<file path="src/rtl/array_arbiter_if.sv">
// Bundled signals of the two-client array arbiter: two client buses,
// the merged array bus and the per-client write counters.
interface array_arbiter_if #(
  parameter int AN = 8,
  parameter int DN = 8
);
  // client 0
  logic          c0_valid;
  logic          c0_we;
  logic [AN-1:0] c0_addr;
  logic [DN-1:0] c0_di;
  logic          c0_ready;
  logic [DN-1:0] c0_do;
  logic          c0_do_valid;
  // client 1
  logic          c1_valid;
  logic          c1_we;
  logic [AN-1:0] c1_addr;
  logic [DN-1:0] c1_di;
  logic          c1_ready;
  logic [DN-1:0] c1_do;
  logic          c1_do_valid;
  // merged array port
  logic          m_valid;
  logic          m_we;
  logic [AN-1:0] m_addr;
  logic [DN-1:0] m_di;
  logic          m_ready;
  logic [DN-1:0] m_do;
  // accepted-write counters
  logic [15:0]   c0_wr_cnt;
  logic [15:0]   c1_wr_cnt;

  // arbiter side
  modport slave (
    input  c0_valid, c0_we, c0_addr, c0_di,
    input  c1_valid, c1_we, c1_addr, c1_di,
    input  m_ready, m_do,
    output c0_ready, c0_do, c0_do_valid,
    output c1_ready, c1_do, c1_do_valid,
    output m_valid, m_we, m_addr, m_di,
    output c0_wr_cnt, c1_wr_cnt
  );

  // clients + array side
  modport master (
    output c0_valid, c0_we, c0_addr, c0_di,
    output c1_valid, c1_we, c1_addr, c1_di,
    output m_ready, m_do,
    input  c0_ready, c0_do, c0_do_valid,
    input  c1_ready, c1_do, c1_do_valid,
    input  m_valid, m_we, m_addr, m_di,
    input  c0_wr_cnt, c1_wr_cnt
  );
endinterface

</file>
<file path="src/rtl/array_arbiter.sv">
// Two-client array arbiter: round-robin grant with stall lock, combinational
// request path, one-cycle read-return routing and per-client write counters.

// Per-client return path: read-data hold register and accepted-write counter.
module array_arbiter_client #(
  parameter int DN = 8
) (
  input  logic          clk,
  input  logic          rst,
  input  logic          rd_ret_i,   // array data in this cycle belongs to us
  input  logic          wr_acc_i,   // one of our writes is accepted this cycle
  input  logic [DN-1:0] m_do_i,
  output logic [DN-1:0] do_o,
  output logic          do_valid_o,
  output logic [15:0]   wr_cnt_o
);
  logic [DN-1:0] do_q, do_d;
  logic [15:0]   cnt_q, cnt_d;

  // Returned data is passed through in its cycle and held afterwards.
  always_comb begin
    do_d  = rd_ret_i ? m_do_i : do_q;
    cnt_d = wr_acc_i ? cnt_q + 16'd1 : cnt_q;
  end

  // Hold register and counter state.
  always_ff @(posedge clk) begin
    if (rst) begin
      do_q  <= '0;
      cnt_q <= '0;
    end else begin
      do_q  <= do_d;
      cnt_q <= cnt_d;
    end
  end

  assign do_o       = do_d;
  assign do_valid_o = rd_ret_i;
  assign wr_cnt_o   = cnt_q;
endmodule

module array_arbiter #(
  parameter int AN = 8,
  parameter int DN = 8
) (
  input  logic           clk,
  input  logic           rst,
  array_arbiter_if.slave bus
);
  localparam int NC = 2;

  typedef struct packed {
    logic          valid;
    logic          we;
    logic [AN-1:0] addr;
    logic [DN-1:0] di;
  } req_t;

  req_t [NC-1:0]          req;
  req_t                   gr;
  logic                   gnt;
  logic                   lock_hold;
  logic                   fire;
  logic                   m_vld;
  logic                   last_q, last_d;
  logic                   locked_q, locked_d;
  logic                   lock_who_q, lock_who_d;
  logic                   rd_pend_q, rd_pend_d;
  logic                   rd_who_q, rd_who_d;
  logic [NC-1:0]          cl_ready;
  logic [NC-1:0][DN-1:0]  cl_do;
  logic [NC-1:0]          cl_do_vld;
  logic [NC-1:0][15:0]    cl_cnt;

  assign req[0] = {bus.c0_valid, bus.c0_we, bus.c0_addr, bus.c0_di};
  assign req[1] = {bus.c1_valid, bus.c1_we, bus.c1_addr, bus.c1_di};

  // Grant: a stalled client keeps the port while it still asks for it;
  // otherwise single requester wins, contention alternates against last.
  always_comb begin
    gnt       = 1'b0;
    lock_hold = locked_q & req[lock_who_q].valid;
    if (lock_hold)                        gnt = lock_who_q;
    else if (req[0].valid & req[1].valid) gnt = ~last_q;
    else if (req[1].valid)                gnt = 1'b1;
    gr = req[gnt];
  end

  // Merged request is muted during reset so nothing transfers then.
  assign m_vld       = (req[0].valid | req[1].valid) & ~rst;
  assign fire        = m_vld & bus.m_ready;
  assign bus.m_valid = m_vld;
  assign bus.m_we    = gr.we;
  assign bus.m_addr  = gr.addr;
  assign bus.m_di    = gr.di;

  // Arbitration and read-return bookkeeping for the next cycle.
  always_comb begin
    last_d     = fire ? gnt : last_q;
    locked_d   = 1'b0;
    lock_who_d = lock_who_q;
    if (m_vld & ~bus.m_ready) begin
      locked_d   = 1'b1;
      lock_who_d = gnt;
    end
    rd_pend_d = fire & ~gr.we;
    rd_who_d  = fire ? gnt : rd_who_q;
  end

  // Arbiter state; last resets to 1 so client 0 wins the first contention.
  always_ff @(posedge clk) begin
    if (rst) begin
      last_q     <= 1'b1;
      locked_q   <= 1'b0;
      lock_who_q <= 1'b0;
      rd_pend_q  <= 1'b0;
      rd_who_q   <= 1'b0;
    end else begin
      last_q     <= last_d;
      locked_q   <= locked_d;
      lock_who_q <= lock_who_d;
      rd_pend_q  <= rd_pend_d;
      rd_who_q   <= rd_who_d;
    end
  end

  // Per-client ready, return routing and counters.
  for (genvar i = 0; i < NC; i++) begin : g_cl
    assign cl_ready[i] = ~rst & (gnt == 1'(i)) & bus.m_ready;

    array_arbiter_client #(.DN(DN)) u_cl (
      .clk        (clk),
      .rst        (rst),
      .rd_ret_i   (rd_pend_q & (rd_who_q == 1'(i)) & ~rst),
      .wr_acc_i   (fire & gr.we & (gnt == 1'(i))),
      .m_do_i     (bus.m_do),
      .do_o       (cl_do[i]),
      .do_valid_o (cl_do_vld[i]),
      .wr_cnt_o   (cl_cnt[i])
    );
  end

  assign bus.c0_ready    = cl_ready[0];
  assign bus.c1_ready    = cl_ready[1];
  assign bus.c0_do       = cl_do[0];
  assign bus.c1_do       = cl_do[1];
  assign bus.c0_do_valid = cl_do_vld[0];
  assign bus.c1_do_valid = cl_do_vld[1];
  assign bus.c0_wr_cnt   = cl_cnt[0];
  assign bus.c1_wr_cnt   = cl_cnt[1];
endmodule

</file>
<file path="src/flat_wrapper.sv">
// flat-port wrapper written by rule: the top's interface ports become plain ports
module array_arbiter_flat 
#(
  parameter int AN = 8,
  parameter int DN = 8
)
  (clk, rst, bus_c0_valid, bus_c0_we, bus_c0_addr, bus_c0_di, bus_c1_valid, bus_c1_we, bus_c1_addr, bus_c1_di, bus_m_ready, bus_m_do, bus_c0_ready, bus_c0_do, bus_c0_do_valid, bus_c1_ready, bus_c1_do, bus_c1_do_valid, bus_m_valid, bus_m_we, bus_m_addr, bus_m_di, bus_c0_wr_cnt, bus_c1_wr_cnt);
  array_arbiter_if #(.AN(AN), .DN(DN)) bus_i ();
  input  logic clk;
  input  logic rst;
  input wire logic [$bits(bus_i.c0_valid)-1:0] bus_c0_valid;
  input wire logic [$bits(bus_i.c0_we)-1:0] bus_c0_we;
  input wire logic [$bits(bus_i.c0_addr)-1:0] bus_c0_addr;
  input wire logic [$bits(bus_i.c0_di)-1:0] bus_c0_di;
  input wire logic [$bits(bus_i.c1_valid)-1:0] bus_c1_valid;
  input wire logic [$bits(bus_i.c1_we)-1:0] bus_c1_we;
  input wire logic [$bits(bus_i.c1_addr)-1:0] bus_c1_addr;
  input wire logic [$bits(bus_i.c1_di)-1:0] bus_c1_di;
  input wire logic [$bits(bus_i.m_ready)-1:0] bus_m_ready;
  input wire logic [$bits(bus_i.m_do)-1:0] bus_m_do;
  output wire logic [$bits(bus_i.c0_ready)-1:0] bus_c0_ready;
  output wire logic [$bits(bus_i.c0_do)-1:0] bus_c0_do;
  output wire logic [$bits(bus_i.c0_do_valid)-1:0] bus_c0_do_valid;
  output wire logic [$bits(bus_i.c1_ready)-1:0] bus_c1_ready;
  output wire logic [$bits(bus_i.c1_do)-1:0] bus_c1_do;
  output wire logic [$bits(bus_i.c1_do_valid)-1:0] bus_c1_do_valid;
  output wire logic [$bits(bus_i.m_valid)-1:0] bus_m_valid;
  output wire logic [$bits(bus_i.m_we)-1:0] bus_m_we;
  output wire logic [$bits(bus_i.m_addr)-1:0] bus_m_addr;
  output wire logic [$bits(bus_i.m_di)-1:0] bus_m_di;
  output wire logic [$bits(bus_i.c0_wr_cnt)-1:0] bus_c0_wr_cnt;
  output wire logic [$bits(bus_i.c1_wr_cnt)-1:0] bus_c1_wr_cnt;
  assign bus_i.c0_valid = bus_c0_valid;
  assign bus_i.c0_we = bus_c0_we;
  assign bus_i.c0_addr = bus_c0_addr;
  assign bus_i.c0_di = bus_c0_di;
  assign bus_i.c1_valid = bus_c1_valid;
  assign bus_i.c1_we = bus_c1_we;
  assign bus_i.c1_addr = bus_c1_addr;
  assign bus_i.c1_di = bus_c1_di;
  assign bus_i.m_ready = bus_m_ready;
  assign bus_i.m_do = bus_m_do;
  assign bus_c0_ready = bus_i.c0_ready;
  assign bus_c0_do = bus_i.c0_do;
  assign bus_c0_do_valid = bus_i.c0_do_valid;
  assign bus_c1_ready = bus_i.c1_ready;
  assign bus_c1_do = bus_i.c1_do;
  assign bus_c1_do_valid = bus_i.c1_do_valid;
  assign bus_m_valid = bus_i.m_valid;
  assign bus_m_we = bus_i.m_we;
  assign bus_m_addr = bus_i.m_addr;
  assign bus_m_di = bus_i.m_di;
  assign bus_c0_wr_cnt = bus_i.c0_wr_cnt;
  assign bus_c1_wr_cnt = bus_i.c1_wr_cnt;
  array_arbiter #(.AN(AN), .DN(DN)) u_core (.clk(clk), .rst(rst), .bus(bus_i));
endmodule
</file>
<file path="config.mk">
export PLATFORM = sky130hd
export DESIGN_NAME = array_arbiter_flat
export DESIGN_NICKNAME = d
export VERILOG_FILES = /design/src/rtl/array_arbiter_if.sv /design/src/rtl/array_arbiter.sv /design/src/flat_wrapper.sv
export SDC_FILE = /design/constraint.sdc
export NUM_CORES = 1
export LEC_CHECK = 0
export ABC_AREA = 1
export BUFFER_PORTS_ARGS = -buffer_cell sky130_fd_sc_hd__buf_2
export CAP_MARGIN = 10
export CORE_MARGIN = 2
export CORE_UTILIZATION = 31
export CTS_CLUSTER_SIZE = 24
export DETAILED_ROUTE_END_ITERATION = 6
export SYNTH_ARGS = -nofsm -noshare
export SYNTH_HDL_FRONTEND = slang
export SYNTH_SLANG_ARGS = --single-unit
</file>
<file path="constraint.sdc">
create_clock -name clk -period 3.9 [get_ports clk]
set_clock_uncertainty 0.2 [all_clocks]
set_input_delay 0.78 -clock clk [delete_from_list [all_inputs] [get_ports clk]]
set_output_delay 0.78 -clock clk [all_outputs]
set_load 0.005 [all_outputs]
</file>
==> results_dict.tcl, run 1 <==
set metrics [dict create \
    maxSlewHeadroom 0.575 \
    synth.distinct_cells 27 \
    clk_pin_slew_worst_paths_ns 0.09 \
    drc 0 \
    wl_mm 7.87 \
    cts_setup_buffers 0 \
    max_freq_mhz 350 \
    route.vias.total 3263 \
    end_kind "output port" \
    coreArea_mm2 0.00928 \
    dr.pass1.iters 4 \
    synth_cells 476 \
    setup_tns_ns 0 \
    cts-root-buf "clkbuf_8" \
    synth_edf_count 0 \
    place_congestion 0.827 \
    period_share 0.733 \
    syn2layout_area_growth_pct 25.7 \
    hold-path-cell-count 2 \
    overflow 0 \
    startpoint_type "input port" \
    grt_max_degree 51 \
    post_cts_resized 0 \
    routedWlPerCell_um 11.0 \
    drive_gt1_frac 0.244 \
    crit_arrival_ns 1.88 \
    place.detailed.hpwl_mm 6.05 \
    worst_pin_slew_ns 0.636 \
    synthFlopType "dfxtp_1" \
    clkSinkCount 53 \
    yosys_register_bits 53 \
    nNetsFinal 634 \
    syn_avg_cell_area_um2 6.24 \
    drtAntennaViolNets 0 \
    final_cell_mix "nand2_1 (179), buf_2 (116), dfxtp_1 (53), inv_1 (48), nor2_1 (47)" \
    grt_pass1_vias 2989 \
    power_density_mw_per_mm2 265 \
    diodes 0 \
    hold_viol 0 \
    finalNonFillerCells 714 \
    clockBufferDepth 2 \
    min_path_type "flip-flop to flip-flop" \
    synth_async_sr_flop_share 0 \
    cap_viol_max_count 0 \
    power.leakage_uw 0.00183 \
    yosysSeqAreaShare 0.357 \
    syn-cell-area_mm2 0.00297 \
    gr-usage-all-layers 0.156 \
    worstPathRequired_ns 2.92 \
    final_common_cell "nand2_1" \
    boundaryPins 117 \
    rsz0062_at_grt "no" \
    worst_r2r_path_depth 8 \
    viasPerCell 4.57 \
    row_count 35 \
    cts-htree-levels 2 \
    die-area_mm2 0.0104 \
    critPathKind "input port to output port" \
    drtIter0Drc 103 \
    die_y_um 102 \
    drv_slew 0 \
    start_util 0.320 \
    grt_pass1_wl_mm 13.3 \
    cp_max_fo 23 \
    worst_hold_slack_ns 0.308 \
    period_needed_ns 2.86 \
    cts_buffers 5 \
    placed_cells 707 \
    ir_worst_vdd_uv 119 \
    antenna_found_initial 0 \
    yosys_warnings 0 \
    syn_nets 525 \
    setup_viol 0 \
    die_x_um 102 \
    cts_tree "yes" \
    cts-hold-fix-buffers 0 \
    insertion_delay_ns 0.30 \
    status "completed" \
    port_buffers 116 \
]
## report_power, final
group	total [µW]	internal, µW	switching [µW]
Sequential	552	548	3.55
Clock	308	141	167
Combinational	130	54.8	74.9
Total	990	744	246
## worst max-delay path: stages
cell     delay (ns)
buf_2          0.11
nand3_1        0.09
nand2_2        0.27
inv_2          0.34
nand2_1        0.09
nand2_1        0.07
buf_2          0.11
## synthesized netlist by cell type (all sizes together) (4+ instances only)
master	instances	area, µm²
clkbuf	4	15.0
nand2	181	684
nor2	48	188
nand4	10	62.6
nand3	15	80.1
a21oi	41	205
or2	16	100
dfxtp	53	1060
a211oi	8	60.1
inv	53	199
xor2	6	52.6
buf	11	56.3
xnor2	7	61.3
o21ai	17	85.1
## routing by layer
layer / track usage / wire [µm]
met1: 0.188 / 3520
met2: 0.286 / 3800
met3: 0.0253 / 436
met4: 0.0431 / 112
met5: 0 / 0
## kinds of logic after synthesis
logic type,Yosys count,share of synthesized area
AOI/OAI and AO/OA,67,0.121
xor gates and xnor gates,13,0.0383
adders and majority gates,2,0.00843
buffers and inverters,69,0.0927
DFF,53,0.357
and+or+nand+nor,272,0.383
## layout make-up
cell class | count | area, µm²
fill | 1040 | 5550
multi-input combinational | 354 | 1630
sequential | 53 | 1060
timing repair buffer | 117 | 588
inverter | 54 | 204
tap | 129 | 161
clock buffer | 7 | 86.3
## sequential cells by signal (all words and copies together) (netlist names)
signal / cells
u_core.last_q: 1
u_core.lock_who_q: 1
u_core.rd_pend_q: 1
u_core.g_cl.u_cl.do_q: 16
u_core.rd_who_q: 1
u_core.locked_q: 1
u_core.g_cl.u_cl.wr_cnt_o: 32
## stage by stage
step	instance area, µm²	power, µW	util	setup slack [ns]
3_5_place_dp	3650	696	0.393	0.984
3_3_place_gp	3650	694	0.393	1.06
6_report	3730	990	0.402	1.04
2_1_floorplan	2970	633	-	1.22
4_1_cts	3730	1010	0.402	1.02
5_1_grt	3730	1040	0.402	0.881
## worst paths after layout
| check | startpoint | to | slack (ns) |
|---|---|---|---|
| min reg2reg | u_core.g_cl[1].u_cl.wr_cnt_o[15]$_SDFFE_PP0P_ | u_core.g_cl[1].u_cl.wr_cnt_o[15]$_SDFFE_PP0P_ | 0.31 |
| min | u_core.g_cl[1].u_cl.wr_cnt_o[15]$_SDFFE_PP0P_ | u_core.g_cl[1].u_cl.wr_cnt_o[15]$_SDFFE_PP0P_ | 0.31 |
| max reg2reg | u_core.last_q$_SDFFE_PP1N_ | u_core.g_cl[1].u_cl.wr_cnt_o[2]$_SDFFE_PP0P_ | 1.55 |
| max | bus_c0_valid | bus_m_di[0] | 1.04 |
(Power assumes the default switching activity.)
==> run 2: changes to the inputs <==
==> constraint.sdc (replaced) <==
create_clock -name clk -period 2.6 [get_ports clk]
set_clock_uncertainty 0.2 [all_clocks]
set_input_delay 0.52 -clock clk [delete_from_list [all_inputs] [get_ports clk]]
set_output_delay 0.52 -clock clk [all_outputs]
set_load 0.005 [all_outputs]
==> run 2 against run 1 <==
Worst setup slack worse by 0.74 ns. Utilization is 0.65 points higher. Clock power increased by 57%. First-iteration DRC count decreased by 17%. Global-route usage rose by 0.21 points. Via count increased by 0.92%. Sequential cell count did not move. Critical endpoint is now bus_c0_do[7]. Largest power group unchanged.
==> results_dict.tcl, run 2 (synthesis gave the netlist of run 1 again) <==
set metrics [dict create \
    drtAntennaViolNets 0 \
    p_int_uw 1100 \
    syn2layout_area_growth_pct 27.8 \
    status "completed" \
    insertion_delay_ns 0.31 \
    switchingPower_uw 409 \
    fillers 1051 \
    dp_slack_ns 0.332 \
    nNetsFinal 641 \
    critPathSlowestCell "inv_2" \
    gr-usage-all-layers 0.158 \
    setup_tns_ns 0 \
    overflow 0 \
    critPathKind "input port to output port" \
    seqCellArea_mm2 0.00106 \
    grt_pass1_vias 2988 \
    clockBufferDepth 2 \
    startpoint_type "input port" \
    power_frac_seq 0.547 \
    ir_worst_vdd_uv 186 \
    drtIter0Drc 85 \
    finalNonFillerCells 722 \
    power.leakage_uw 0.00186 \
    path_common_cell "buf_2" \
    crit_path_cell_trace "buf_2, nor2_1, nand2_1, inv_2, or2_2, inv_1, a21oi_1, buf_2" \
    period_needed_ns 2.29 \
    min_path_type "input port to flip-flop" \
    diodes 0 \
    clkSinkCount 53 \
    multiInputGateArea_mm2 0.00163 \
    coreArea_mm2 0.00928 \
    drc 0 \
    worst_pin_slew_ns 0.392 \
    route.vias.total 3293 \
    boundaryPins 117 \
    placed_cells 714 \
    timing.final.ws_setup_ns 0.308 \
    rsz0062_at_grt "no" \
    routedWlPerCell_um 11.1 \
    pwr-share-clk 0.319 \
    dr.pass1.iters 4 \
    worstPathRequired_ns 1.88 \
    end_kind "output port" \
    final_common_cell "nand2_1" \
    grt_max_degree 35 \
    antenna_found_initial 0 \
    place.detailed.hpwl_mm 6.23 \
    largest_register_ffs 32 \
    port_buffers 116 \
    cts-root-buf "clkbuf_8" \
    wl_mm 8.04 \
    setup_viol 0 \
    die-area_mm2 0.0104 \
    slowest_delay_ns 0.20 \
    clk_pin_slew_worst_paths_ns 0.10 \
    cp_max_fo 18 \
    die_y_um 102 \
    post_cts_resized 0 \
    final_cell_mix "nand2_1 (179), buf_2 (116), dfxtp_1 (53), inv_1 (48), nor2_1 (47)" \
    cts-hold-fix-buffers 0 \
    start_util 0.320 \
    hold_viol 0 \
    place_congestion 0.876 \
    drv_slew 0 \
    period_share 0.882 \
    max_freq_mhz 436 \
    cap_viol_max_count 0 \
    die_x_um 102 \
    cts-htree-levels 2 \
    swShare 0.270 \
    crit_arrival_ns 1.57 \
    power_density_mw_per_mm2 399 \
    crit_buf_inv 4 \
    row_count 35 \
    cts_setup_buffers 0 \
    cts_buffers 5 \
    maxSlewHeadroom 0.739 \
    grt_pass1_wl_mm 13.4 \
    cp_top_family "buffers and inverters" \
    combPwrFrac 0.134 \
    cts_tree "yes" \
    viasPerCell 4.56 \
    drive_gt1_frac 0.256 \
]
run 2: worst paths after layout:
kind,startpoint,endpoint,slack [ns],cells after the start
max,rst,bus_c0_do[7],0.31,8
min,bus_m_ready,u_core.locked_q$_SDFF_PP0_,0.21,2
max reg2reg,u_core.g_cl[0].u_cl.wr_cnt_o[0]$_SDFFE_PP0P_,u_core.g_cl[0].u_cl.wr_cnt_o[8]$_SDFFE_PP0P_,0.77,7
min reg2reg,u_core.g_cl[0].u_cl.wr_cnt_o[15]$_SDFFE_PP0P_,u_core.g_cl[0].u_cl.wr_cnt_o[15]$_SDFFE_PP0P_,0.31,2
run 2: cell type report:
class	count	share of cell area
well taps	129	0.0425
inverters	54	0.0538
multi-input cells	354	0.430
repair buffers	124	0.169
flip-flops and latches	53	0.280
clock buffers	5	0.0181
clock inverters	3	0.00660
run 2: metal layers:
| metal | track usage | share of wire | vias up |
|---|---|---|---|
| li1 | - | - | 1723 |
| met1 | 0.198 | 0.45 | 1476 |
| met2 | 0.281 | 0.49 | 90 |
| met3 | 0.0274 | 0.048 | 4 |
| met4 | 0.0400 | 0.0080 | 0 |
| met5 | 0 | 0 | - |
run 2: worst register-to-register path, delay by kind of cell, from the launching register on:
family                     cells  cell delay (ns)
xor gates and xnor gates       1             0.15
and+or+nand+nor                3             0.47
DFF                            1             0.45
buffers and inverters          1             0.06
adders and majority gates      1             0.31
AOI/OAI and AO/OA              1             0.13
run 2: power by group through the flow:
stage	registers (µW)	clock network (µW)	logic, µW
after floorplan	845	0	105
after global placement	847	0	200
after detailed placement	847	0	204
after CTS	829	503	205
after global routing	830	542	230
final	828	483	202
run 2: stage by stage:
stage	cell area (µm²)	power (µW)	util	hold WS (ns)
final	3790	1510	0.409	0.214
after global routing	3790	1600	0.409	0.198
after CTS	3790	1540	0.409	0.195
after detailed placement	3700	1050	0.399	0.295
after global placement	3700	1050	0.399	0.277
after floorplan	2970	950	-	0.259
